### src/rtl/fetch_unit.sv
// Instruction fetch unit: issues sequential fetches, tracks outstanding requests,
// discards stale responses after a redirect and buffers words for decode.

module fetch_unit_chk #(
    parameter int DEPTH = 2,
    parameter int CW    = 2
) (
    input logic          clk,
    input logic          rst,
    input logic          imem_resp_valid,
    input logic [CW-1:0] pending,
    input logic [CW-1:0] drop,
    input logic [CW-1:0] count
);
    // Protocol and occupancy invariants, sampled on every active clock edge.
    always @(posedge clk) begin
        if (!rst) begin
            assert (!(imem_resp_valid && (pending == '0) && (drop == '0)));
            assert (drop <= CW'(DEPTH));
            assert (count <= CW'(DEPTH));
            assert ((pending + drop) <= CW'(DEPTH));
        end
    end
endmodule

module fetch_unit #(
    parameter int               WIDTH    = 32,
    parameter logic [WIDTH-1:0] RESET_PC = {WIDTH{1'b0}},
    parameter int               DEPTH    = 2
) (
    input  logic             clk,
    input  logic             rst,
    output logic             imem_req_valid,
    output logic [WIDTH-1:0] imem_req_addr,
    input  logic             imem_req_ready,
    input  logic             imem_resp_valid,
    input  logic [WIDTH-1:0] imem_resp_data,
    input  logic             redirect,
    input  logic [WIDTH-1:0] redirect_pc,
    output logic             instr_valid,
    output logic [WIDTH-1:0] instr,
    output logic [WIDTH-1:0] instr_pc,
    input  logic             instr_ready
);
    localparam int CW = $clog2(DEPTH + 1);
    localparam int SW = CW + 1;
    localparam int PW = (DEPTH > 1) ? $clog2(DEPTH) : 1;
    localparam logic [SW-1:0] DEPTH_S = SW'(DEPTH);

    function automatic logic [PW-1:0] ptr_inc(input logic [PW-1:0] p);
        if (p == PW'(DEPTH - 1)) begin
            return '0;
        end else begin
            return p + PW'(1);
        end
    endfunction

    logic [WIDTH-1:0] fetch_pc_q, fetch_pc_d;
    logic [CW-1:0]    count_q, count_d;
    logic [CW-1:0]    pending_q, pending_d;
    logic [CW-1:0]    drop_q, drop_d;
    logic [WIDTH-1:0] q_pc_q   [DEPTH];
    logic [WIDTH-1:0] q_pc_d   [DEPTH];
    logic [WIDTH-1:0] q_data_q [DEPTH];
    logic [WIDTH-1:0] q_data_d [DEPTH];
    logic [PW-1:0]    q_head_q, q_head_d;
    logic [PW-1:0]    q_tail_q, q_tail_d;
    logic [WIDTH-1:0] af_pc_q  [DEPTH];
    logic [WIDTH-1:0] af_pc_d  [DEPTH];
    logic [PW-1:0]    af_wr_q, af_wr_d;
    logic [PW-1:0]    af_rd_q, af_rd_d;

    logic accept_s;
    logic push_s;
    logic pop_s;
    logic stale_s;

    // Issue only when both the queue and the stale-tracking budget have room.
    assign imem_req_valid = !rst && !redirect
                          && (({1'b0, count_q} + {1'b0, pending_q}) < DEPTH_S)
                          && (({1'b0, pending_q} + {1'b0, drop_q}) < DEPTH_S);
    assign imem_req_addr  = fetch_pc_q;
    assign accept_s       = imem_req_valid && imem_req_ready;
    assign stale_s        = imem_resp_valid && (drop_q != '0);
    assign push_s         = imem_resp_valid && !redirect && (drop_q == '0);
    assign pop_s          = instr_valid && instr_ready && !redirect;

    assign instr_valid    = (count_q != '0);
    assign instr          = q_data_q[q_head_q];
    assign instr_pc       = q_pc_q[q_head_q];

    // Next-state computation for fetch PC, counters, instruction queue and address FIFO.
    always_comb begin
        fetch_pc_d = fetch_pc_q;
        count_d    = count_q;
        pending_d  = pending_q;
        drop_d     = drop_q;
        q_pc_d     = q_pc_q;
        q_data_d   = q_data_q;
        q_head_d   = q_head_q;
        q_tail_d   = q_tail_q;
        af_pc_d    = af_pc_q;
        af_wr_d    = af_wr_q;
        af_rd_d    = af_rd_q;

        // Every response, live or stale, retires the oldest tracked address.
        if (accept_s) begin
            af_pc_d[af_wr_q] = fetch_pc_q;
            af_wr_d          = ptr_inc(af_wr_q);
        end else begin
            af_wr_d = af_wr_q;
        end
        if (imem_resp_valid) begin
            af_rd_d = ptr_inc(af_rd_q);
        end else begin
            af_rd_d = af_rd_q;
        end

        if (redirect) begin
            fetch_pc_d = redirect_pc;
            count_d    = '0;
            pending_d  = '0;
            drop_d     = drop_q + pending_q - CW'(imem_resp_valid);
            q_head_d   = '0;
            q_tail_d   = '0;
        end else begin
            fetch_pc_d = accept_s ? (fetch_pc_q + WIDTH'(4)) : fetch_pc_q;
            pending_d  = pending_q + CW'(accept_s) - CW'(push_s);
            drop_d     = drop_q - CW'(stale_s);
            count_d    = count_q + CW'(push_s) - CW'(pop_s);
            q_head_d   = pop_s ? ptr_inc(q_head_q) : q_head_q;
            q_tail_d   = push_s ? ptr_inc(q_tail_q) : q_tail_q;
            if (push_s) begin
                q_pc_d[q_tail_q]   = af_pc_q[af_rd_q];
                q_data_d[q_tail_q] = imem_resp_data;
            end else begin
                q_pc_d   = q_pc_q;
                q_data_d = q_data_q;
            end
        end
    end

    // State registers with asynchronous reset.
    always_ff @(posedge clk or posedge rst) begin
        if (rst) begin
            fetch_pc_q <= RESET_PC;
            count_q    <= '0;
            pending_q  <= '0;
            drop_q     <= '0;
            q_pc_q     <= '{default: '0};
            q_data_q   <= '{default: '0};
            q_head_q   <= '0;
            q_tail_q   <= '0;
            af_pc_q    <= '{default: '0};
            af_wr_q    <= '0;
            af_rd_q    <= '0;
        end else begin
            fetch_pc_q <= fetch_pc_d;
            count_q    <= count_d;
            pending_q  <= pending_d;
            drop_q     <= drop_d;
            q_pc_q     <= q_pc_d;
            q_data_q   <= q_data_d;
            q_head_q   <= q_head_d;
            q_tail_q   <= q_tail_d;
            af_pc_q    <= af_pc_d;
            af_wr_q    <= af_wr_d;
            af_rd_q    <= af_rd_d;
        end
    end

    fetch_unit_chk #(.DEPTH(DEPTH), .CW(CW)) u_chk (
        .clk             (clk),
        .rst             (rst),
        .imem_resp_valid (imem_resp_valid),
        .pending         (pending_q),
        .drop            (drop_q),
        .count           (count_q)
    );
endmodule
### config.mk
export PLATFORM = sky130hd
export DESIGN_NAME = fetch_unit
export DESIGN_NICKNAME = d
export VERILOG_FILES = /design/src/rtl/fetch_unit.sv
export SDC_FILE = /design/constraint.sdc
export NUM_CORES = 1
export LEC_CHECK = 0
export CORE_MARGIN = 5
export CORE_UTILIZATION = 39
export CTS_BUF_LIST = sky130_fd_sc_hd__clkbuf_8
export CTS_CLUSTER_DIAMETER = 30
export DETAILED_ROUTE_END_ITERATION = 10
export PLACE_DENSITY = 0.58
export SLEW_MARGIN = 20
export SYNTH_ARGS = -nofsm -noshare
export SYNTH_HDL_FRONTEND = slang
export SYNTH_HIERARCHICAL = 1
export SYNTH_SLANG_ARGS = --single-unit
### constraint.sdc
create_clock -name clk -period 20.7 [get_ports clk]
set_clock_uncertainty 0.15 [all_clocks]
set_input_delay 3.105 -clock clk [delete_from_list [all_inputs] [get_ports clk]]
set_output_delay 3.105 -clock clk [all_outputs]
set_load 0.05 [all_outputs]
==> out/results.tsv, run 1 <==
stage	metric	value	unit
synth	yosysWarningCount	6	
clocking	cts_tree	yes	
critical_path	startpoint	rst	
critical_path	rr_endpoint	af_pc_q[54]	
drt	totalWireLength	26500	um
synth	ys_seq_area_frac	0.545	
die	initial_core_util	0.398	
clocking	h-tree-depth	2	
finish	post-route-util	0.515	
sta	setup_viol	0	
clocking	clock_path_buffers	3	
job	maxCapViolCount	0	
clocking	clockRootBuffer	clkbuf_8	
synth	yosys-top-cells-area	dfrtp_1 (54%), mux2_2 (20%), o21ai_0 (3.5%), nand2_1 (3.4%), mux2i_1 (3.1%)	
critical_path	crit_fanout	10	
hold_path	hold_class	flop to flop	
finish	antenna_cells	0	
synth	synth_cell_types	49	
die	die_h	176	um
drt	drc	0	
synth	syn_area	0.0108	mm^2
run_status	status	completed	
die	ios	168	
die	die_w	176	um
synth	syn_area_per_cell	12.0	um^2
clocking	numCtsBuffers	57	
finish	fin_area	0.0139	mm^2
power	p_leak	6.23	nW
synth	ys_seq_elements	234	
synth	synthFlopType	dfrtp_1	
sta	hold_viol	0	
finish	area_growth	29.6	%
clocking	clkTransAtPathRegs	0.05	ns
critical_path	arrival	5.25	ns
drt	dr.pass1.iters	4	
grt	grt_pass1_wl	43800	um
finish	layout-drive-gt1-share	0.275	
clocking	cts_hold_buf	0	
clocking	cts_post_setup_buffers_inserted	0	
drt	antenna_left	0	
drt	avgViaCountPerCell	5.26	
synth	syn_inst	893	
placement	portBuffers	167	
sta	tightest_slew	1.08	ns
critical_path	r2r-start	drop_q[0]	
drt	drtIter0Drc	503	
sta	period_share	0.411	
critical_path	crit_path_start_kind	input port	
die	core	0.0270	mm^2
finish	final_common_cell	dfrtp_1	
sta	max_freq	0.118	GHz
critical_path	r2r_slack	17.03	ns
grt	grt_usage	0.173	
placement	dp_hpwl	17100	um
sta	period_needed	8.51	ns
critical_path	critPathCaptureType	output pin	
finish	final_cell_mix	dfrtp_1 (232), mux2_2 (194), clkdlybuf4s50_1 (166)	
placement	place.gp.congestion	0.812	
critical_path	crit_type	input port to output pin	
grt	grt_max_degree	117	
power	cellPowerDensity	149	mW/mm^2
critical_path	crit_path_end	imem_req_valid	
drt	vias	7621	
grt	antenna_found_initial	0	
synth	async_flop_share	1.00	
sta	grt_setup_unrepaired	no	
drt	wl_per_cell	18.3	um
critical_path	rr_worst_depth	8	
grt	grt.overflow.total	0	
finish	nFillCells	2428	
finish	fin_nets	1150	
die	fp-row-count	60	
grt	grt_pass1_vias	7970	
synth	synth.top_cell.area_share	0.545	
synth	synth_edf_count	0	
clocking	clock-sinks	234	
sta	finalSetupTns	0	ns
power	peakVddDrop	0.0000507	V
sta	max_slew_margin	0.278	
die	dieArea	0.0310	mm^2
placement	dpl_cell_area	0.0127	mm^2
clocking	insertion_delay	0.57	ns
clocking	cts_resized	0	
synth	synth_nets	974	
synth	synth_top_area_cell	dfrtp_1	
sta	maxSlewViolCount	0	
critical_path	cp.required	17.44	ns
[where the power goes]
part	switching [mW]	internal (mW)
registers	0.115	0.622
logic	0.432	0.328
clock network	0.208	0.369
total	0.755	1.32
[sequential cells by signal, indices dropped and copies added, names as in the netlist]
signal	flops
imem_req_addr	32
count_q	2
af_pc_q	64
q_data_q	64
q_tail_q	1
pending_q	2
q_pc_q	64
drop_q	2
q_head_q	1
af_wr_q	1
af_rd_q	1
[synth_stat cells, types with 2 or more instances]
cell type,n
buf_4,3
a31oi_1,5
nand2_1,96
nor2b_1,6
a22oi_1,3
a41oi_1,2
nor2_1,15
nand4_1,18
nand3_1,20
o211ai_1,7
ha_1,9
a21oi_1,4
or3_1,2
o41ai_1,2
and2_1,10
buf_6,2
inv_1,13
xor2_1,9
xnor2_1,6
dfrtp_1,234
or4_1,4
mux2i_1,33
buf_1,8
o21ai_0,76
nor4_1,8
nor3_1,14
mux2_2,194
a221o_1,7
o311ai_0,7
nand3b_1,2
buf_2,2
nor3b_1,3
a311o_1,3
and4_1,4
fa_1,2
and3_1,3
clkbuf_1,45
[through the flow]
step / instances / power (mW) / setup WS, ns / hold WS (ns)
global route: 1449 / 2.20 / 12.11 / 0.346
detailed placement: 1351 / 1.51 / 12.21 / 0.315
global placement: 1351 / 1.50 / 12.24 / 0.307
floorplan: 893 / 1.27 / 11.03 / 0.294
finish: 1449 / 2.07 / 12.19 / 0.323
CTS: 1449 / 2.10 / 12.19 / 0.326
[worst max-delay path, cell delays in order]
cell	delay, ns
clkdlybuf4s50_1	0.53
or4_4	0.57
nor3_1	0.20
clkdlybuf4s50_1	0.84
[worst min path at each step]
stage | slack, ns | to | depth (start not counted) | from
finish | 0.32 | q_pc_q[2] | 2 | q_pc_q[2]
global route | 0.35 | q_pc_q[11] | 2 | q_pc_q[11]
CTS | 0.33 | q_pc_q[51] | 2 | q_pc_q[51]
detailed placement | 0.32 | q_pc_q[11] | 2 | q_pc_q[11]
global placement | 0.31 | q_pc_q[1] | 2 | q_pc_q[1]
floorplan | 0.29 | q_pc_q[0] | 2 | q_pc_q[0]
[kinds of logic after synthesis]
| logic type | after synthesis | synth area share |
|---|---|---|
| buf+inv | 74 | 0.0285 |
| flops | 234 | 0.545 |
| compound gates | 121 | 0.0693 |
| xor+xnor | 15 | 0.0122 |
| mux | 227 | 0.234 |
| simple gates | 211 | 0.0972 |
| fa+ha+maj | 11 | 0.0142 |
[per-layer routing]
layer	wire length, um	vias to the layer above	GRT usage	share of wire
li1	-	3581	-	-
met3	1700	35	0.0448	0.064
met4	366	0	0.0455	0.014
met1	12800	3745	0.254	0.48
met2	11600	260	0.254	0.44
met5	0	-	0	0
[final cells by class]
type | count | area, um^2 | area share
Timing Repair Buffer | 177 | 1740 | 0.125
Tap cell | 341 | 427 | 0.0306
Clock buffer | 68 | 936 | 0.0672
Clock inverter | 30 | 293 | 0.0210
Inverter | 14 | 60.1 | 0.00431
Multi-Input combinational cell | 585 | 4610 | 0.331
Sequential cell | 234 | 5860 | 0.421
No activity file was read; power rests on OpenSTA's default activity.
==> run 2, diff against run 1 <==
- clock period: 20.7 -> 8.6 ns (I/O delays scaled with it)
==> run 2 against run 1 <==
Effect of this change:
- critical path depth stayed put
- power grew 140%
- cell count down 0.14%
- wire length is 0.38% higher
- clock-buffer cell count shrank 4
- via count fell by 0.31%
- global-route usage down 0.18 points
- largest power group unchanged
- highest routed layer unchanged
==> out/results.tsv, run 2 (same netlist as run 1, synthesis figures left out) <==
stage	metric	value	unit	change
placement	post-place-ws	3.76	ns	-8.45 ns
sta	maxSlewViolCount	0		unchanged
power	peakVddDrop	0.000131	V	+160%
grt	grt_pass1_vias	7788		-2.3%
sta	grt_setup_unrepaired	no		
critical_path	crit_fanout	10		unchanged
die	ios	168		unchanged
critical_path	arrival	3.41	ns	-1.84 ns
drt	totalWireLength	26600	um	+0.38%
clocking	cts_resized	0		unchanged
clocking	cts_hold_buf	0		unchanged
sta	hold_viol	0		unchanged
finish	final-seq-area	0.00586	mm^2	about the same
power	p_comb_frac	0.367		about the same
critical_path	crit_type	input port to output pin		
finish	instances_no_fill	1447		-0.14%
critical_path	cp.required	7.16	ns	-10.28 ns
sta	finalSetupTns	0	ns	unchanged
critical_path	crit_chain	clkdlybuf4s50_1 > or4_4 > nor3_1 > clkdlybuf4s50_1		
grt	grt_usage	0.171		-0.00177
clocking	insertion_delay	0.56	ns	about the same
finish	multiInputGateArea	0.00461	mm^2	unchanged
die	die_h	176	um	unchanged
die	die_w	176	um	unchanged
placement	portBuffers	167		unchanged
placement	dpl_cell_area	0.0127	mm^2	unchanged
die	core	0.0270	mm^2	unchanged
clocking	h-tree-depth	2		unchanged
clocking	clock-sinks	234		unchanged
job	maxCapViolCount	0		unchanged
critical_path	critPathCaptureType	output pin		
grt	antenna_found_initial	0		unchanged
finish	area_growth	29.7	%	
die	dieArea	0.0310	mm^2	unchanged
power	p_seq_frac	0.355		about the same
placement	dp_cells	1351		unchanged
grt	grt.overflow.total	0		unchanged
drt	vias	7597		-0.31%
finish	layout-drive-gt1-share	0.275		-0.000406
drt	avgViaCountPerCell	5.25		-0.18%
power	p_clk_frac	0.278		about the same
grt	grt_max_degree	136		+16%
drt	dr.pass1.iters	5		+1
hold_path	hold_class	flop to flop		
critical_path	cpMaxStageDelayCell	clkdlybuf4s50_1		
clocking	cts_post_setup_buffers_inserted	0		unchanged
drt	highest_layer	met4		
drt	drc	0		unchanged
finish	antenna_cells	0		unchanged
sta	tightest_slew	0.980	ns	-0.103 ns
drt	wl_met3	1780	um	+4.6%
critical_path	crit_path_start_kind	input port		
drt	dr_wl_met2	11800	um	+1.1%
finish	final_common_cell	dfrtp_1		
grt	grt_pass1_wl	43100	um	-1.5%
finish	final_cell_mix	dfrtp_1 (232), mux2_2 (194), clkdlybuf4s50_1 (166)		
critical_path	max_stage_delay	0.84	ns	about the same
clocking	clkTransAtPathRegs	0.05	ns	about the same
sta	period_share	0.564		
finish	fin_nets	1146		-0.35%
clocking	numCtsBuffers	52		-8.8%
power	intPower	3.17	mW	+140%
sta	period_needed	4.85	ns	
die	initial_core_util	0.398		unchanged
power	cellPowerDensity	358	mW/mm^2	+140%
drt	drtIter0Drc	334		-34%
power	power_switching	1.83	mW	+140%
finish	nFillCells	2420		-0.33%
clocking	clockRootBuffer	clkbuf_8		
critical_path	critPathMostFrequentCell	clkdlybuf4s50_1		
clocking	clock_path_buffers	3		unchanged
drt	antenna_left	0		unchanged
sta	max_slew_margin	0.347		+0.0687
finish	fin_area	0.0139	mm^2	+0.12%
sta	fin_ws	3.75	ns	-8.45 ns
sta	max_freq	0.206	GHz	
drt	wl_per_cell	18.4	um	+0.52%
run_status	status	completed		
clocking	cts_tree	yes		
power	finalPower	5.00	mW	+140%
die	fp-row-count	60		unchanged
power	swShare	0.365		+0.00123
placement	dp_hpwl	17200	um	+0.37%
finish	post-route-util	0.516		+0.000602
sta	setup_viol	0		unchanged
drt	wl_met1	12600	um	-1.8%
power	p_leak	6.22	nW	about the same
sta	holdWs	0.321	ns	-0.00167 ns
finish	reg.largest.list	af_pc_q: 64 flops, q_data_q: 64 flops, q_pc_q: 64 flops		
placement	place.gp.congestion	0.816		+0.47%
==> run 2: changes by cell type in the layout (fill, tap and decap cells not counted) <==
cell | previous run | this run
clkbuf_8 | 68 | 64
clkinv_2 | 12 | 10
buf_16 | 0 | 1
bufinv_16 | 6 | 7
clkinv_4 | 0 | 1
clkinvlp_4 | 2 | 3
dfrtp_2 | 2 | 1
dfrtp_4 | 0 | 1
inv_1 | 22 | 21
inv_6 | 0 | 1
==> run 2: power by group through the flow <==
| stage | Sequential, mW | Combinational [mW] | Clock [mW] |
|---|---|---|---|
| after detailed placement | 1.79 | 1.85 | 0 |
| after global placement | 1.78 | 1.83 | 0 |
| final | 1.77 | 1.83 | 1.39 |
| after floorplan | 1.73 | 1.33 | 0 |
| after CTS | 1.78 | 1.86 | 1.43 |
| after global routing | 1.83 | 1.96 | 1.49 |
==> run 2: metal layers <==
layer / up-vias / track usage
met1: 3703 / 0.245
li1: 3579 / -
met5: - / 0
met4: 0 / 0.0458
met2: 265 / 0.259
met3: 50 / 0.0435
==> run 2: area by class of cell <==
class | instances | area share
timing repair buffer | 178 | 0.127
sequential | 234 | 0.420
multi-input combinational | 585 | 0.331
tap | 341 | 0.0306
inverter | 14 | 0.00431
clock buffer | 64 | 0.0632
clock inverter | 31 | 0.0240
==> run 2: final timing paths <==
kind	start	to	slack, ns	cells past startpoint
min in group asynchronous	rst	imem_req_addr[12]	1.03	2
worst max register to register	drop_q[0]	af_pc_q[51]	4.96	8
worst min register to register	q_pc_q[15]	q_pc_q[15]	0.32	2
worst max-delay path	rst	imem_req_valid	3.75	4
worst min-delay path	q_pc_q[15]	q_pc_q[15]	0.32	2
max in group asynchronous	rst	q_data_q[27]	5.75	4
==> run 2: critical path: cells and delay by family <==
family                 cells  cell delay, ns
AND/OR/NAND/NOR            2            0.74
buffers and inverters      2            1.38
